$ cat config.mk
export PLATFORM = sky130hd
export DESIGN_NAME = pushbutton_processor
export DESIGN_NICKNAME = d
export VERILOG_FILES = /design/src/rtl/scoreboard_pkg.sv /design/src/rtl/pushbutton_debouncer.sv /design/src/rtl/pushbutton_processor.sv
export SDC_FILE = /design/constraint.sdc
export NUM_CORES = 1
export LEC_CHECK = 0
export CAP_MARGIN = 10
export CORE_ASPECT_RATIO = 1.2
export CORE_MARGIN = 5
export CORE_UTILIZATION = 40
export CTS_CLUSTER_SIZE = 40
export DETAILED_ROUTE_END_ITERATION = 10
export MAX_ROUTING_LAYER = met4
export PLACE_DENSITY = 0.67
export REMOVE_ABC_BUFFERS = 1
export SLEW_MARGIN = 10
export SYNTH_ARGS = -nofsm -noshare
export SYNTH_HDL_FRONTEND = slang
export SYNTH_HIERARCHICAL = 1
export SYNTH_SLANG_ARGS = --single-unit
$ cat constraint.sdc
create_clock -name clk_1khz -period 1.9 [get_ports clk_1khz]
set_clock_uncertainty 0.1 [all_clocks]
set_input_delay 0.19 -clock clk_1khz [delete_from_list [all_inputs] [get_ports clk_1khz]]
set_output_delay 0.19 -clock clk_1khz [all_outputs]
set_load 0.02 [all_outputs]
$ cat src/rtl/scoreboard_pkg.sv
// Shared types and default timing constants for the scoreboard pushbutton path.
`timescale 1ns / 1ps
package scoreboard_pkg;

    // Press FSM encoding
    typedef enum logic [1:0] {
        StIdle,
        StHeld,
        StLong
    } press_state_t;

    // Defaults in 1 kHz timebase cycles (1 cycle = 1 ms)
    localparam int unsigned DEBOUNCE_MS_DEF   = 20;
    localparam int unsigned LONG_PRESS_MS_DEF = 2000;
    localparam int unsigned CNT_W_DEF         = 12;

endpackage

$ cat src/rtl/pushbutton_debouncer.sv
// Two-flop synchronizer followed by a stable-count debouncer.
// The debounced level follows the synchronized button only after it has
// differed for DEBOUNCE_MS consecutive cycles.
`timescale 1ns / 1ps
module pushbutton_debouncer
    import scoreboard_pkg::*;
#(
    parameter int unsigned DEBOUNCE_MS = DEBOUNCE_MS_DEF,
    parameter int unsigned CNT_W       = CNT_W_DEF
) (
    input  logic clk_1khz,
    input  logic rst_i,
    input  logic pushbutton_i,
    output logic deb_o
);

    localparam logic [CNT_W-1:0] DebLast = CNT_W'(DEBOUNCE_MS - 1);

    logic             sync1_q;
    logic             btn_s_q;
    logic             deb_q;
    logic             deb_d;
    logic [CNT_W-1:0] deb_cnt_q;
    logic [CNT_W-1:0] deb_cnt_d;

    // Synchronizer, debounced level and stability counter
    always_ff @(posedge clk_1khz or negedge rst_i) begin
        if (!rst_i) begin
            sync1_q   <= 1'b0;
            btn_s_q   <= 1'b0;
            deb_q     <= 1'b0;
            deb_cnt_q <= '0;
        end else begin
            sync1_q   <= pushbutton_i;
            btn_s_q   <= sync1_q;
            deb_q     <= deb_d;
            deb_cnt_q <= deb_cnt_d;
        end
    end

    // Count while the input disagrees; accept the new level on the last count
    always_comb begin
        deb_d     = deb_q;
        deb_cnt_d = '0;
        if (btn_s_q != deb_q) begin
            if (deb_cnt_q == DebLast) begin
                deb_d = btn_s_q;
            end else begin
                deb_cnt_d = deb_cnt_q + 1'b1;
            end
        end
    end

    assign deb_o = deb_q;

endmodule

$ cat src/rtl/pushbutton_processor.sv
// Turns a raw scoreboard pushbutton into one-cycle command pulses:
// count_up for a short press, count_down once a press is held LONG_PRESS_MS.
`timescale 1ns / 1ps
module pushbutton_processor
    import scoreboard_pkg::*;
#(
    parameter int unsigned DEBOUNCE_MS   = DEBOUNCE_MS_DEF,
    parameter int unsigned LONG_PRESS_MS = LONG_PRESS_MS_DEF,
    parameter int unsigned CNT_W         = CNT_W_DEF
) (
    input  logic clk_1khz,
    input  logic rst_i,
    input  logic pushbutton_i,
    output logic count_up,
    output logic count_down
);

    localparam logic [CNT_W-1:0] HoldLast = CNT_W'(LONG_PRESS_MS - 1);

    logic             deb;
    press_state_t     state_q;
    press_state_t     state_d;
    logic [CNT_W-1:0] hold_cnt_q;
    logic [CNT_W-1:0] hold_cnt_d;
    logic             count_up_q;
    logic             count_up_d;
    logic             count_down_q;
    logic             count_down_d;

    pushbutton_debouncer #(
        .DEBOUNCE_MS (DEBOUNCE_MS),
        .CNT_W       (CNT_W)
    ) u_debouncer (
        .clk_1khz     (clk_1khz),
        .rst_i        (rst_i),
        .pushbutton_i (pushbutton_i),
        .deb_o        (deb)
    );

    // FSM state, hold counter and registered pulses
    always_ff @(posedge clk_1khz or negedge rst_i) begin
        if (!rst_i) begin
            state_q      <= StIdle;
            hold_cnt_q   <= '0;
            count_up_q   <= 1'b0;
            count_down_q <= 1'b0;
        end else begin
            state_q      <= state_d;
            hold_cnt_q   <= hold_cnt_d;
            count_up_q   <= count_up_d;
            count_down_q <= count_down_d;
        end
    end

    // Press classification; the threshold check precedes the release check
    // so a release in the threshold cycle still yields count_down.
    always_comb begin
        state_d      = state_q;
        hold_cnt_d   = hold_cnt_q;
        count_up_d   = 1'b0;
        count_down_d = 1'b0;
        unique case (state_q)
            StIdle: begin
                hold_cnt_d = '0;
                // deb is always low on entry to idle, so a high level is a rising edge
                if (deb) begin
                    state_d = StHeld;
                end
            end
            StHeld: begin
                if (hold_cnt_q == HoldLast) begin
                    count_down_d = 1'b1;
                    state_d      = StLong;
                end else if (!deb) begin
                    count_up_d = 1'b1;
                    state_d    = StIdle;
                end else if (hold_cnt_q != '1) begin
                    hold_cnt_d = hold_cnt_q + 1'b1;
                end
            end
            StLong: begin
                if (!deb) begin
                    state_d = StIdle;
                end
            end
            default: begin
                state_d = StIdle;
            end
        endcase
    end

    assign count_up   = count_up_q;
    assign count_down = count_down_q;

endmodule

* Yosys cells after proc, flatten, opt, wreduce, memory -nomap -nowiden *
Cells that the tools add are included.

storage, ports and cells
  register bits = 31
  input port bits = 3
  output and inout port bits = 2
  word-level logic and storage cells = 39

cells by class
  add/subtract/negate cells = 2
  equal/unequal tests = 10
  muxes and demuxes = 15
  reductions and logical operators = 4

operators with widths
  cell                                                                     count
  12-bit 2-to-1 mux                                                        5
  12-bit by 1-bit adder with 12-bit output, second input constant          2
  12-bit case mux with 2 select lines                                      1
  12-bit by 11-bit equality test with 1-bit output, second input constant  1
  12-bit by 5-bit equality test with 1-bit output, second input constant   1
  12-bit != test, second input constant                                    1
  2-bit 2-to-1 mux                                                         3
  2-bit case mux with 3 select lines                                       1
  1-bit 2-to-1 mux                                                         5
  2-bit by 1-bit != test with 1-bit output, second input constant          2
  2-bit != test, second input constant                                     2
  4-bit AND reduction                                                      1
  2-bit by 1-bit equality test with 1-bit output, second input constant    1
  2-bit equality test, second input constant                               1
  2-bit zero test                                                          1
  2-bit AND reduction                                                      1
  2-bit nonzero test                                                       1
  1-bit != test                                                            1

* Logic depth before layout (Yosys ltp) *
  depth after elaboration = 5
  depth in mapped cells = 6
  mapped depth without buffers = 5

* By module *
Netlist, hierarchy kept.

modules (own cells, without submodules)
  module                times used  cells each  area an instance (um^2)  seq. area each (um^2)
  pushbutton_processor  1           100         952.2                    400.4
  pushbutton_debouncer  1           67          711.9                    375.4

* Worst setup path after synthesis *
No wires, ideal clock.

  path kind = register to register
  start point = register hold_cnt_q[4]
  end point = register hold_cnt_q[0]
  setup time = 125 ps
  arrival = 1,650 ps
  data required time = 1,675 ps
  slack = 25 ps
  stages on the path, launching flop included = 5
  buffers on the path = 0
  period minus slack after synthesis = 1,875 ps
  cell sequence = dfrtp_1 > or3b_4 > nor4_4 > or3_4 > mux2_4

between the ends
  longest elaborated chain between the ends = 3
  elaborated cells on any way between the ends = 5
  those cells by class = 4 x eq/ne; 1 x reduce/logical

ends and longest elaborated chain
  element                                                                                    RTL line                                                text
  start, declared                                                                            pushbutton_processor.sv:23                              logic [CNT_W-1:0] hold_cnt_q;
  start signal, assigned                                                                     pushbutton_processor.sv:49                              hold_cnt_q <= hold_cnt_d;
  12-bit != test / 12-bit by 11-bit equality test with 1-bit output (equally long branches)  pushbutton_processor.sv:77, pushbutton_processor.sv:71
  2-bit != test (no line)                                                                    --
  4-bit AND reduction (no line) *                                                            --

Mark *: on every way between the ends. The rest lies on a longest branch, timed or not.
A chain may end at the register's enable or synchronous reset.

* Worst setup path after layout *
  start point = register hold_cnt_q[4]
  end point = register hold_cnt_q[2]

The elaborated chain is that of the path after synthesis.

==> impl_metrics.csv <==
group,metric,value,unit
status,status,"complete, no violations",
layout,drive_above_1_share,22.4,%
sta,period_share,98.2,%
clocking,cts_tree,"yes",
layout,design_area,2060,sq um
critical_path,cp-end-kind,"flip-flop",
clocking,clkLatencyLatePin,0.28,ns
sta,rsz0062_at_grt,"yes",
die,pin_count,5,
sta,slew_headroom,61.1,%
clocking,cts_buffer_depth,2,
critical_path,crit_buf_inv,0,
routing,wl_per_cell,15.3,um
critical_path,critical_path_class,"flip-flop to flip-flop",
job,maxCapViolCount,0,
critical_path,crit_path_max_fanout,3,
critical_path,cp_top_family,"compound AO/OA/AOI/OAI gates",
yosys,synth_edf_count,0,
clocking,root_buffer,"clkbuf_8",
yosys,ys.flop_type,"dfrtp_1",
place,placed_cells,235,
yosys,synth_cell_types,44,
clocking,h-tree-depth,2,
power_and_ir_drop,power.density,598,nW/um^2
yosys,yosysSeqAreaShare,46.6,%
layout,finalNonFillerCells,246,
critical_path,cp_slowest_stage_delay,0.56,ns
yosys,avgSynthCellArea,9.96,sq um
critical_path,worstPathArrival,1.94,ns
power_and_ir_drop,peakVddDrop,0.000524,V
layout,n_antenna_cell,0,
die,core,3970,sq um
grt,grt_overflow_total,0,
die,rows,25,
critical_path,path_common_cell,"o41ai_1",
critical_path,cp.required,1.97,ns
yosys,ys_ff_latch,31,
grt,grt_usage,15.5,%
layout,nets,198,
place,placed_cell_area,1870,sq um
sta,tightest_slew,0.568,ns
layout,area_growth,23.7,%
die,start_util,41.9,%
clocking,cts_buffers,5,
sta,period_minus_slack,1.87,ns
routing,drc,0,
die,die_x,68.9,um
sta,report.final.slew_viol_count,0,
routing,route.vias.total,1426,
layout,utilization,51.8,%
power_and_ir_drop,power_leakage,0.843,nW
die,die-area,5560,sq um
min_path,hold_class,"primary input to asynchronous set/reset pin",
sta,setup_viol,0,
place,dp_hpwl,2680,um
yosys,synthCells,167,
routing,routed_via_density,5.80,
place,gp_congestion,0.959,
grt,grt_pass1_vias,1389,
clocking,clk_pin_slew,0.06,ns
routing,ant_nets,0,
critical_path,path_cells,"or3b_4 -> o41ai_1 -> o311ai_0 -> o41ai_1",
critical_path,start_kind,"flip-flop",
routing,drtPass1Iterations,4,
place,io_buffers,4,
sta,maxClockFrequency,536,MHz
yosys,syn_area,1660,sq um
critical_path,cp_slowest_cell,"o41ai_1",
yosys,ys_warn_count,6,
sta,hold_viol,0,
sta,setup_tns,0,ns
clocking,clock_sinks,31,
grt,grt_max_degree,17,
die,fp.dieH,80.7,um
grt,grt_pass1_wl,6240,um
routing,drt_iter0_drc,85,
routing,wl,3760,um
sta,whs,0.155,ns
grt,grt_antenna_before_repair,0,
yosys,synth-async-reset-ratio,100,%
-- cells in the final DEF (no fill, tap or decap), types with 6 or more instances in the layout --
cell type / synthesis / routed
a21oi_1: 9 / 9
buf_4: 0 / 18
clkbuf_8: 0 / 6
dfrtp_1: 31 / 31
inv_1: 7 / 7
nand2_1: 12 / 12
nand2b_1: 6 / 6
nand3_1: 10 / 10
nor2_1: 12 / 12
-- synth_stat cells, types with 2 or more instances --
| cell | number | share of area [%] |
|---|---|---|
| ha_1 | 3 | 2.3 |
| dfrtp_1 | 31 | 47 |
| or3_1 | 4 | 1.5 |
| nand4_1 | 5 | 1.9 |
| nor3_1 | 3 | 0.90 |
| or4_1 | 3 | 1.4 |
| nand3_1 | 10 | 3.0 |
| xor2_1 | 2 | 1.1 |
| o311ai_0 | 3 | 1.6 |
| inv_1 | 7 | 1.6 |
| o31ai_1 | 5 | 2.3 |
| nand3_2 | 2 | 1.2 |
| nor4_1 | 7 | 2.6 |
| and4_1 | 2 | 1.1 |
| a41o_1 | 2 | 1.2 |
| clkbuf_1 | 4 | 0.90 |
| o21ai_0 | 5 | 1.5 |
| xnor2_1 | 2 | 1.1 |
| o41ai_1 | 3 | 1.6 |
| a21oi_1 | 9 | 2.7 |
| nand2_1 | 12 | 2.7 |
| nor2_1 | 12 | 2.7 |
| mux2i_1 | 4 | 2.4 |
| buf_2 | 2 | 0.60 |
| nand2b_1 | 6 | 2.3 |
-- stage by stage --
| step | setup slack, ns | total power, W |
|---|---|---|
| after CTS | 0.00666 | 0.00125 |
| after global placement | 0.0511 | 0.000731 |
| after floorplan | -0.531 | 0.000703 |
| after detailed placement | -0.0184 | 0.000733 |
| after global routing | -0.0663 | 0.00128 |
| final | 0.0338 | 0.00123 |
-- final timing paths --
check,from,endpoint,slack [ns],cells after the start
setup / recovery,hold_cnt_q[4],hold_cnt_q[2],0.03,4
hold / removal,rst_i,u_debouncer/deb_cnt_q[4],0.15,2
setup reg to reg,hold_cnt_q[4],hold_cnt_q[2],0.03,4
hold reg to reg,u_debouncer/sync1_q,u_debouncer/btn_s_q,0.28,0
max in group asynchronous,rst_i,hold_cnt_q[5],1.34,2
min in group clk_1khz,u_debouncer/sync1_q,u_debouncer/btn_s_q,0.28,0
-- metal layers --
metal  vias to the layer above  global-route usage [%]  share of wire, %
met3                        10                    4.20               3.1
met4                         0                    6.04               2.4
li1                        685                       -                 -
met1                       714                    17.2                40
met5                         -                       -                 0
met2                        17                    26.0                54
-- report_power, final --
group	internal (W)	switching, W	total, W
clock network	0.000283	0.000228	0.000511
registers	0.000668	0.00000993	0.000678
logic	0.0000169	0.0000256	0.0000425
-- timing repair --
action                     in CTS  in global routing
hold buffers                    0                  0
setup endpoints to repair       1                  5
gates resized for setup         0                 12
setup buffers                   1                  3
cloned                          0                  0
pin swaps                       1                  3
-- registers in the layout, summed over array words and instances (netlist names) --
name and cells:
state_q 2, u_debouncer/sync1_q 1, u_debouncer/deb_o 1, u_debouncer/btn_s_q 1
count_up 1, count_down 1, hold_cnt_q 12, u_debouncer/deb_cnt_q 12
-- area by class of cell --
cell class / instances / area, sq um
fillers: 353 / 1910
multi-input cells: 123 / 903
flip-flops and latches: 31 / 776
repair buffers: 24 / 198
clock buffers: 6 / 82.6
well taps: 54 / 67.6
inverters: 7 / 26.3
clock inverters: 1 / 5.00
-- cell families (layout without fill, tap and decap cells) --
group	after synthesis	count (layout)	synth area share (%)
AOI/OAI and AO/OA	34	34	14.3
xor gates and xnor gates	4	4	2.11
adders and majority gates	3	3	2.26
buffers and inverters	13	38	3.08
DFF	31	31	46.6
muxes	6	6	3.98
and+or+nand+nor	76	76	27.7
Power figures use the tool's default switching activity.
